<file path="src/rtl/frame_secded_pkg.sv">
// Shared definitions for the 14-bit data / 8-bit check-word SECDED path.
// Used by the receive decoder, the transmit-side encoder and the testbench model.
//   CHK_MASK[k] : data bits that feed check bit k
//   chk_calc    : check byte of a data word
//   syn_decode  : syndrome -> {flip_idx, flip, corr, uncorr}
package frame_secded_pkg;

    localparam int DATA_W  = 14;
    localparam int CHK_W   = 8;
    localparam int FRAME_W = DATA_W + CHK_W;

    // Every data-bit column is a distinct weight-3 byte, so a single data error
    // gives an odd-weight syndrome matching one column, a check-bit error gives a
    // one-hot syndrome, and any double error gives a nonzero even-weight syndrome.
    // Columns j0..j13: 07 0B 0D 0E 13 15 16 19 1A 1C 70 B0 D0 E0
    localparam logic [CHK_W-1:0][DATA_W-1:0] CHK_MASK = {
        14'h3800,   // k7
        14'h3400,   // k6
        14'h2C00,   // k5
        14'h1FF0,   // k4
        14'h038E,   // k3
        14'h026D,   // k2
        14'h015B,   // k1
        14'h00B7    // k0
    };

    typedef enum logic [1:0] {
        IDLE  = 2'd0,
        SHIFT = 2'd1,
        EVAL  = 2'd2,
        HOLD  = 2'd3
    } state_t;

    typedef struct packed {
        logic [3:0] flip_idx;
        logic       flip;
        logic       corr;
        logic       uncorr;
    } syn_dec_t;

    function automatic logic [CHK_W-1:0] chk_calc(input logic [DATA_W-1:0] data);
        logic [CHK_W-1:0] chk;
        for (int k = 0; k < CHK_W; k++) begin
            chk[k] = ^(data & CHK_MASK[k]);
        end
        return chk;
    endfunction

    function automatic syn_dec_t syn_decode(input logic [CHK_W-1:0] syn);
        syn_dec_t         dec;
        logic [CHK_W-1:0] col;
        dec = '0;
        if (syn == '0) begin
            dec = '0;
        end else if ($onehot(syn)) begin
            dec.corr = 1'b1;
        end else begin
            dec.uncorr = 1'b1;
            for (int j = 0; j < DATA_W; j++) begin
                for (int k = 0; k < CHK_W; k++) begin
                    col[k] = CHK_MASK[k][j];
                end
                if (syn == col) begin
                    dec.flip_idx = 4'(j);
                    dec.flip     = 1'b1;
                    dec.corr     = 1'b1;
                    dec.uncorr   = 1'b0;
                end
            end
        end
        return dec;
    endfunction

endpackage

</file>
<file path="src/rtl/frame_secded_syndrome.sv">
// Combinational syndrome evaluation for one received frame.
//   data     : received data word
//   chk      : received check byte
//   syndrome : chk ^ chk_calc(data)
//   flip_vec : one-hot data-bit correction mask (zero when no data bit is flipped)
//   corr     : single-bit error (data or check bit)
//   uncorr   : uncorrectable error
module frame_secded_syndrome
    import frame_secded_pkg::*;
(
    input  logic [DATA_W-1:0] data,
    input  logic [CHK_W-1:0]  chk,
    output logic [CHK_W-1:0]  syndrome,
    output logic [DATA_W-1:0] flip_vec,
    output logic              corr,
    output logic              uncorr
);

    syn_dec_t dec;

    always_comb begin
        syndrome = chk ^ chk_calc(data);
        dec      = syn_decode(syndrome);
        flip_vec = dec.flip ? (DATA_W'(1) << dec.flip_idx) : '0;
        corr     = dec.corr;
        uncorr   = dec.uncorr;
    end

endmodule

</file>
<file path="src/rtl/frame_secded_rx.sv">
// Receive side of the SECDED serial link: deserialises 22-bit frames
// (data[0..13] then chk[0..7]), corrects single-bit errors, flags double errors
// and hands the word to the consumer over valid/ready.
//   clk, rst      : clock, asynchronous active-high reset
//   s_valid/s_sof/s_bit/s_ready : serial input beat interface
//   m_valid/m_ready/m_data/m_err_corr/m_err_uncorr : decoded word interface
//   abort_cnt     : saturating count of frames restarted by s_sof mid-frame
module frame_secded_rx
    import frame_secded_pkg::*;
(
    input  logic              clk,
    input  logic              rst,
    input  logic              s_valid,
    input  logic              s_sof,
    input  logic              s_bit,
    output logic              s_ready,
    output logic              m_valid,
    input  logic              m_ready,
    output logic [DATA_W-1:0] m_data,
    output logic              m_err_corr,
    output logic              m_err_uncorr,
    output logic [7:0]        abort_cnt
);

    state_t              state_q, state_d;
    logic [4:0]          cnt_q;
    logic                accept;
    logic                m_valid_q;
    logic [FRAME_W-1:0]  frame_p0;
    logic [DATA_W-1:0]   data_p1;
    logic                corr_p1, uncorr_p1;
    logic [CHK_W-1:0]    syndrome;
    logic [DATA_W-1:0]   flip_vec;
    logic                corr, uncorr;

    assign s_ready = (state_q == IDLE) || (state_q == SHIFT);
    assign accept  = s_valid && s_ready;
    assign m_valid = m_valid_q;

    always_comb begin
        state_d = state_q;
        unique case (state_q)
            IDLE:  if (accept && s_sof) state_d = SHIFT;
            SHIFT: if (accept && !s_sof && cnt_q == 5'd21) state_d = EVAL;
            EVAL:  state_d = HOLD;
            HOLD:  if (m_valid_q && m_ready) state_d = IDLE;
            default: state_d = IDLE;
        endcase
    end

    always_ff @(posedge clk or posedge rst) begin
        if (rst) begin
            state_q      <= IDLE;
            cnt_q        <= '0;
            abort_cnt    <= '0;
            m_valid_q    <= 1'b0;
            m_data       <= '0;
            m_err_corr   <= 1'b0;
            m_err_uncorr <= 1'b0;
        end else begin
            state_q <= state_d;
            // s_sof always restarts the count; plain beats only count inside a frame.
            if (accept) begin
                if (s_sof) begin
                    cnt_q <= 5'd1;
                end else if (state_q == SHIFT) begin
                    cnt_q <= (cnt_q == 5'd21) ? 5'd0 : cnt_q + 5'd1;
                end
            end
            if (accept && s_sof && state_q == SHIFT && abort_cnt != 8'hFF) begin
                abort_cnt <= abort_cnt + 8'd1;
            end
            // First HOLD cycle loads the output register; it then holds until taken.
            if (state_q == HOLD) begin
                if (!m_valid_q) begin
                    m_valid_q    <= 1'b1;
                    m_data       <= data_p1;
                    m_err_corr   <= corr_p1;
                    m_err_uncorr <= uncorr_p1;
                end else if (m_ready) begin
                    m_valid_q <= 1'b0;
                end
            end
        end
    end

    // Stage p0: serial shift register, first bit ends up in frame_p0[0]
    always_ff @(posedge clk) begin
        if (accept && (s_sof || state_q == SHIFT)) begin
            frame_p0 <= {s_bit, frame_p0[FRAME_W-1:1]};
        end
    end

    frame_secded_syndrome u_syndrome (
        .data     (frame_p0[DATA_W-1:0]),
        .chk      (frame_p0[FRAME_W-1:DATA_W]),
        .syndrome (syndrome),
        .flip_vec (flip_vec),
        .corr     (corr),
        .uncorr   (uncorr)
    );

    // Stage p1: corrected word and error flags captured in EVAL
    always_ff @(posedge clk) begin
        if (state_q == EVAL) begin
            data_p1   <= frame_p0[DATA_W-1:0] ^ flip_vec;
            corr_p1   <= corr;
            uncorr_p1 <= uncorr;
        end
    end

endmodule

</file>
<file path="config.mk">
export PLATFORM = sky130hd
export DESIGN_NAME = frame_secded_rx
export DESIGN_NICKNAME = d
export VERILOG_FILES = /design/src/rtl/frame_secded_pkg.sv /design/src/rtl/frame_secded_syndrome.sv /design/src/rtl/frame_secded_rx.sv
export SDC_FILE = /design/constraint.sdc
export NUM_CORES = 1
export LEC_CHECK = 0
export ABC_CLOCK_PERIOD_IN_PS = 11300
export CORE_UTILIZATION = 50
export CTS_CLUSTER_DIAMETER = 150
export DETAILED_ROUTE_END_ITERATION = 8
export PLACE_DENSITY = 0.7
export SYNTH_ARGS = -nofsm -noshare
export SYNTH_HDL_FRONTEND = slang
export SYNTH_SLANG_ARGS = --single-unit
</file>
<file path="constraint.sdc">
create_clock -name clk -period 11.3 [get_ports clk]
set_input_delay 1.695 -clock clk [delete_from_list [all_inputs] [get_ports clk]]
set_output_delay 1.695 -clock clk [all_outputs]
set_load 0.005 [all_outputs]
</file>
==> key figures, run 1 <==
Outcome
  – Status: finished clean

Synthesis
  – Distinct cells, synth: 61
  – Warnings from Yosys: 0
  – Most common cell in the synthesized netlist: edfxtp_1
  – Mapped Nets: between 300 and 400
  – Top FF cell, synth: edfxtp_1
  – Post-Syn Area: 3920 um^2
  – Top area cells in the synthesized netlist: edfxtp_1 29%, dfrtp_1 20%, ha_1 6.7%
  – Syn_area_per_cell: 12.6 um^2
  – Yosys top cell area share: 0.291
  – Post-synth ARST share: 0.457
  – Synth area leader: edfxtp_1
  – Register area share after synthesis: 0.496
  – Synth cell count leaders: 38 x edfxtp_1, 32 x dfrtp_1, 30 x xnor2_1, 23 x nand2_1
  – Post-Syn Instances: 311
  – #FFs+latches synth: 70
  – Post-synth EDFFs: 38

Worst hold path
  – Hold WC Path Type: flop to flop
  – Hold_sp: frame_p0[16]

Layout
  – # diodes: 0
  – Nets: 382
  – Area Growth Syn to Fin: 15.6%
  – Design area: 4530 um^2
  – Fillcell total: 575
  – Layout cells sized above 1: 0.146

Timing
  – Setup TNS Final: 0 ps
  – Crit path time final: 4790 ps
  – Max Slew Vio Count: 0
  – Number of hold violations in the final report: 0
  – Skew final: 13.7 ps
  – # setup viols final: 0
  – Final critical-path share of the clock period: 0.424
  – Max-slew headroom: 0.400
  – Fmax: 0.209 GHz
  – Slew @ Worst Pin: 900 ps
  – RSZ-0062 raised after global routing: false

Clock network
  – TritonCTS clock tree: built
  – Setup bufs post-CTS: 0
  – Resized cells post-CTS: 0
  – CTS root buf: clkbuf_8
  – H-tree depth: 3
  – Worst-path clk slew: roughly 70 ps
  – Clock Latency Late Sink: 340 ps
  – Cts hold-fix bufs: 0
  – Max clock buf depth: 2
  – Clk sinks: 70
  – TritonCTS Buffers: 9

Detailed routing
  – Via count: 2471
  – Post-route DRC violation count: 0
  – Final wirelength: 7020 um
  – DR iter-0 viols: 126
  – Post-DRT Antenna Nets: 0
  – Pre-Repair DR Iteration Count: 4
  – Wire length per cell: 15.4 um
  – Vias per cell: 5.43

Place
  – Input/output buffers: 31
  – Gp weighted congestion: around 0.90
  – DP Area: 4340 um^2
  – Final HPWL DP: roughly 5200 um

Die
  – Die area: around 8000 um^2
  – Die W: approximately 91 um
  – Die Ht: 90.5 um
  – I/O pin total: 32
  – Starting Density: 0.529
  – Rows: 31
  – Placeable Area: 7410 um^2

Global routing
  – First-pass GRT wire length: 11900 um
  – Overflow after GRT: 0
  – Vias in the first global route: 2407
  – Gr usage total: 0.186
  – Largest net degree at the start of global routing: 33
  – Initial antenna violation count: 0

Critical path
  – Worst EP arrival: ~4900 ps
  – Critical path startpoint category: flop
  – Reg-to-Reg Start: frame_p0[7]
  – Most used cell along the critical path: xnor2_1
  – Crit-path max FO: 4
  – CP Launch Point: frame_p0[7]
  – Critical path type: flop to flop
  – CP max stage delay: 670 ps
  – Critical path buffer and inverter count: 3
  – FF-to-FF path depth: 17
  – WP data required: 11380 ps
  – Crit. End Element: flop
  – Worst r2r dst: corr_p1
  – Critical path cell sequence: xnor2_1 -> xnor2_1 -> xnor2_1 -> xnor2_1 -> ha_1 -> inv_1 -> fa_1 -> inv_1 -> fa_1 -> ha_1 -> inv_1 -> fa_1 -> nand4b_1 -> o21ai_0 -> or4b_2 -> nor2_1 -> a21oi_1
  – Delay-heaviest family, CP: adder cells
  – Worst path slowest cell: or4b_2
  – R2R Setup Slk: between 6000 and 7000 ps
  – Stages on the worst setup path: 17
  – Critical Path End: corr_p1

Job
  – Max_cap viols: 0
-- layout by cell type, fill, tap and decap left out, types with 9 or more instances in the layout --
master	Yosys	final
inv_1	21	21
clkbuf_8	0	10
xor2_1	12	12
xnor2_1	30	30
o21ai_0	13	13
dfrtp_1	32	32
a21oi_1	9	9
mux2_2	16	16
nand2_1	23	23
nand3_1	9	9
ha_1	21	21
edfxtp_1	38	38
nor2_1	11	11
clkdlybuf4s50_1	0	31
-- worst min-delay path by stage --
stage / to / slack [ps] / depth (start not counted)
2_1_floorplan: frame_p0[1] / 420 / 0
3_3_place_gp: frame_p0[15] / 460 / 0
3_5_place_dp: frame_p0[15] / 450 / 0
4_1_cts: frame_p0[15] / 450 / 0
5_1_grt: frame_p0[15] / 480 / 0
6_report: frame_p0[15] / 450 / 0
-- routing by layer --
metal,global-route usage,up-vias,routed length (um)
li1,-,1203,-
met1,0.283,1192,3510
met2,0.260,65,3080
met3,0.0269,11,301
met4,0.0860,0,129
met5,0,-,0
-- metrics by stage --
step	hold slack, ps	worst slack, ps	std cells	util
3_3_place_gp	456	6670	439	0.586
6_report	451	6510	455	0.611
4_1_cts	452	6520	455	0.611
3_5_place_dp	447	6520	439	0.586
2_1_floorplan	421	6850	311	-
5_1_grt	478	6160	455	0.611
-- registers in the layout, indices dropped and copies added (netlist names), 2 cells and up --
name / flops
abort_cnt: 8
cnt_q: 5
data_p1: 14
frame_p0: 22
m_data: 14
state_q: 2
-- worst register-to-register path, cell delays in order, from the launching register on --
cell and delay [ps]:
edfxtp_1 480, xnor2_1 400, xnor2_1 140, xnor2_1 150, xnor2_1 290, ha_1 270
inv_1 80, fa_1 500, inv_1 50, fa_1 450, ha_1 210, inv_1 60
fa_1 400, nand4b_1 150, o21ai_0 90, or4b_2 670, nor2_1 110, a21oi_1 40
-- final cells by class --
cell class,count,area (um^2),share of cell area
inverters,24,95.1,0.0210
multi-input cells,213,1860,0.410
flip-flops and latches,70,1940,0.429
repair buffers,33,325,0.0718
clock inverters,3,16.3,0.00359
well taps,99,124,0.0274
clock buffers,13,170,0.0376
-- kinds of logic (layout without fill, tap and decap cells) --
kind of cell	Yosys count	in the layout	share of synthesized area
simple gates	71	71	0.101
flops	70	70	0.496
compound gates	51	51	0.0965
xor+xnor	50	50	0.143
buf+inv	28	73	0.0304
fa+ha+maj	25	25	0.0875
mux	16	16	0.0460
Power of run 1 is left out: the tool's default activity adds up to more than one toggle a clock period on the data nets, which glitch-free logic cannot reach.
==> run 2, diff against run 1 <==
--- a/config.mk
+++ b/config.mk
@@ -5,7 +5,7 @@
 export SDC_FILE = /design/constraint.sdc
 export NUM_CORES = 1
 export LEC_CHECK = 0
-export ABC_CLOCK_PERIOD_IN_PS = 11300
+export ABC_CLOCK_PERIOD_IN_PS = 4750
 export CORE_UTILIZATION = 50
 export CTS_CLUSTER_DIAMETER = 150
 export DETAILED_ROUTE_END_ITERATION = 8
==> constraint.sdc (replaced) <==
create_clock -name clk -period 4.75 [get_ports clk]
set_input_delay 0.7125 -clock clk [delete_from_list [all_inputs] [get_ports clk]]
set_output_delay 0.7125 -clock clk [all_outputs]
set_load 0.005 [all_outputs]
==> key figures, run 2 (synthesis gave the netlist of run 1 again) <==
Outcome
  – Status: finished clean

Global routing
  – Vias in the first global route: 2523
  – Largest net degree at the start of global routing: 33
  – Gr usage total: 0.201
  – First-pass GRT wire length: 12800 um
  – Overflow after GRT: 0
  – Initial antenna violation count: 0

Layout
  – Biggest register: frame_p0
  – Fillcell total: roughly 570
  – Nets: 409
  – Layout cells sized above 1: 0.238
  – Commonest cells after routing, fill and taps aside: 38 x edfxtp_1, 32 x dfrtp_1, 31 x clkdlybuf4s50_1
  – Area Growth Syn to Fin: 23.6%
  – # diodes: 0
  – Number of flip-flops in the largest register: 22
  – Top Registers: frame_p0 x22, data_p1 x14, m_data x14
  – Most common cell after layout, fill and taps aside: edfxtp_1

Critical path
  – Critical path startpoint category: flop
  – Worst EP arrival: approximately 4700 ps
  – WP data required: 4840 ps
  – Crit. End Element: flop
  – Critical path type: flop to flop
  – Crit-path max FO: 4

Die
  – Die W: 90.5 um
  – Die Ht: 90.5 um
  – Placeable Area: 7410 um^2
  – Rows: 31
  – I/O pin total: 32
  – Die area: a little over 8000 um^2
  – Starting Density: 0.529

Detailed routing
  – Vias per cell: around 5.5
  – Metal2 WL: 3840 um
  – Met3 WL: 335 um
  – Pre-Repair DR Iteration Count: 6
  – DR iter-0 viols: between 150 and 200
  – WL met1: 3650 um
  – Max Used Layer: met4
  – Post-DRT Antenna Nets: 0
  – Wire length per cell: roughly 16 um
  – Post-route DRC violation count: 0
  – Via count: about 2700
  – Final wirelength: 7920 um

Clock network
  – Worst-path clk slew: approximately 90 ps
  – Cts hold-fix bufs: 0
  – Clk sinks: 70
  – CTS root buf: clkbuf_8
  – Clock Latency Late Sink: around 340 ps
  – TritonCTS clock tree: built
  – TritonCTS Buffers: 9
  – Max clock buf depth: 2
  – H-tree depth: 3

Timing
  – Number of hold violations in the final report: 0
  – Crit path time final: 4640 ps
  – Fmax: 0.216 GHz
  – Final WS setup: 114 ps
  – Max-slew headroom: 0.393
  – Slew @ Worst Pin: 909 ps
  – Skew final: 11.6 ps
  – Max Slew Vio Count: 0
  – RSZ-0062 raised after global routing: true
  – Final critical-path share of the clock period: 0.976
  – # setup viols final: 0

Place
  – Input/output buffers: 31
  – Gp weighted congestion: approximately 0.85
  – DP Worst Slack: -37.5 ps
  – Final HPWL DP: 5490 um

Worst hold path
  – Hold WC Path Type: flop to flop

Job
  – Max_cap viols: 0
run 2: repair_timing:
action	4_1_cts	5_1_grt
resized for setup	2	11
buffers inserted	2	16
pin swaps	0	13
setup endpoints to repair	2	14
run 2: final timing paths:
kind	slack, ps	startpoint	cells after the start	endpoint
setup / recovery	110	frame_p0[0]	14	data_p1[13]
hold / removal	470	data_p1[11]	1	m_data[11]
setup reg to reg	110	frame_p0[0]	14	data_p1[13]
hold reg to reg	470	data_p1[11]	1	m_data[11]
max in group asynchronous	3690	rst	3	cnt_q[2]
min in group asynchronous	760	rst	3	m_data[9]
run 2: per-stage QoR:
| step | hold slack (ps) | instances | utilization | instance area [um^2] | TNS [ps] |
|---|---|---|---|---|---|
| floorplan | 421 | 311 | - | 3920 | 0 |
| global route | 488 | 482 | 0.654 | 4840 | -212 |
| global placement | 455 | 448 | 0.595 | 4410 | 0 |
| detailed placement | 458 | 448 | 0.595 | 4410 | -38.4 |
| CTS | 475 | 466 | 0.629 | 4660 | 0 |
| finish | 470 | 482 | 0.654 | 4840 | 0 |
run 2: metal layers:
metal | vias to the layer above | global-route usage
li1 | 1255 | -
met1 | 1320 | 0.279
met3 | 5 | 0.0463
met5 | - | 0
met2 | 89 | 0.314
met4 | 0 | 0.0618
run 2: area by class of cell:
| type | count | area, um^2 | share of cell area |
|---|---|---|---|
| sequential | 70 | 1940 | 0.401 |
| clock inverter | 3 | 20.0 | 0.00413 |
| timing repair buffer | 60 | 528 | 0.109 |
| multi-input combinational | 213 | 1930 | 0.399 |
| inverter | 24 | 95.1 | 0.0196 |
| tap | 99 | 124 | 0.0256 |
| clock buffer | 13 | 201 | 0.0416 |
run 2: critical path, cell delays in order (launching register included):
cell	delay (ps)
edfxtp_1	470
xor3_1	440
xnor3_2	500
ha_1	360
fa_1	400
inv_1	80
fa_1	420
ha_1	200
inv_1	80
fa_1	410
nand4b_1	190
nand2_1	100
or3_1	390
o21bai_1	190
xnor2_1	160
Power of run 2 is left out for the same reason.
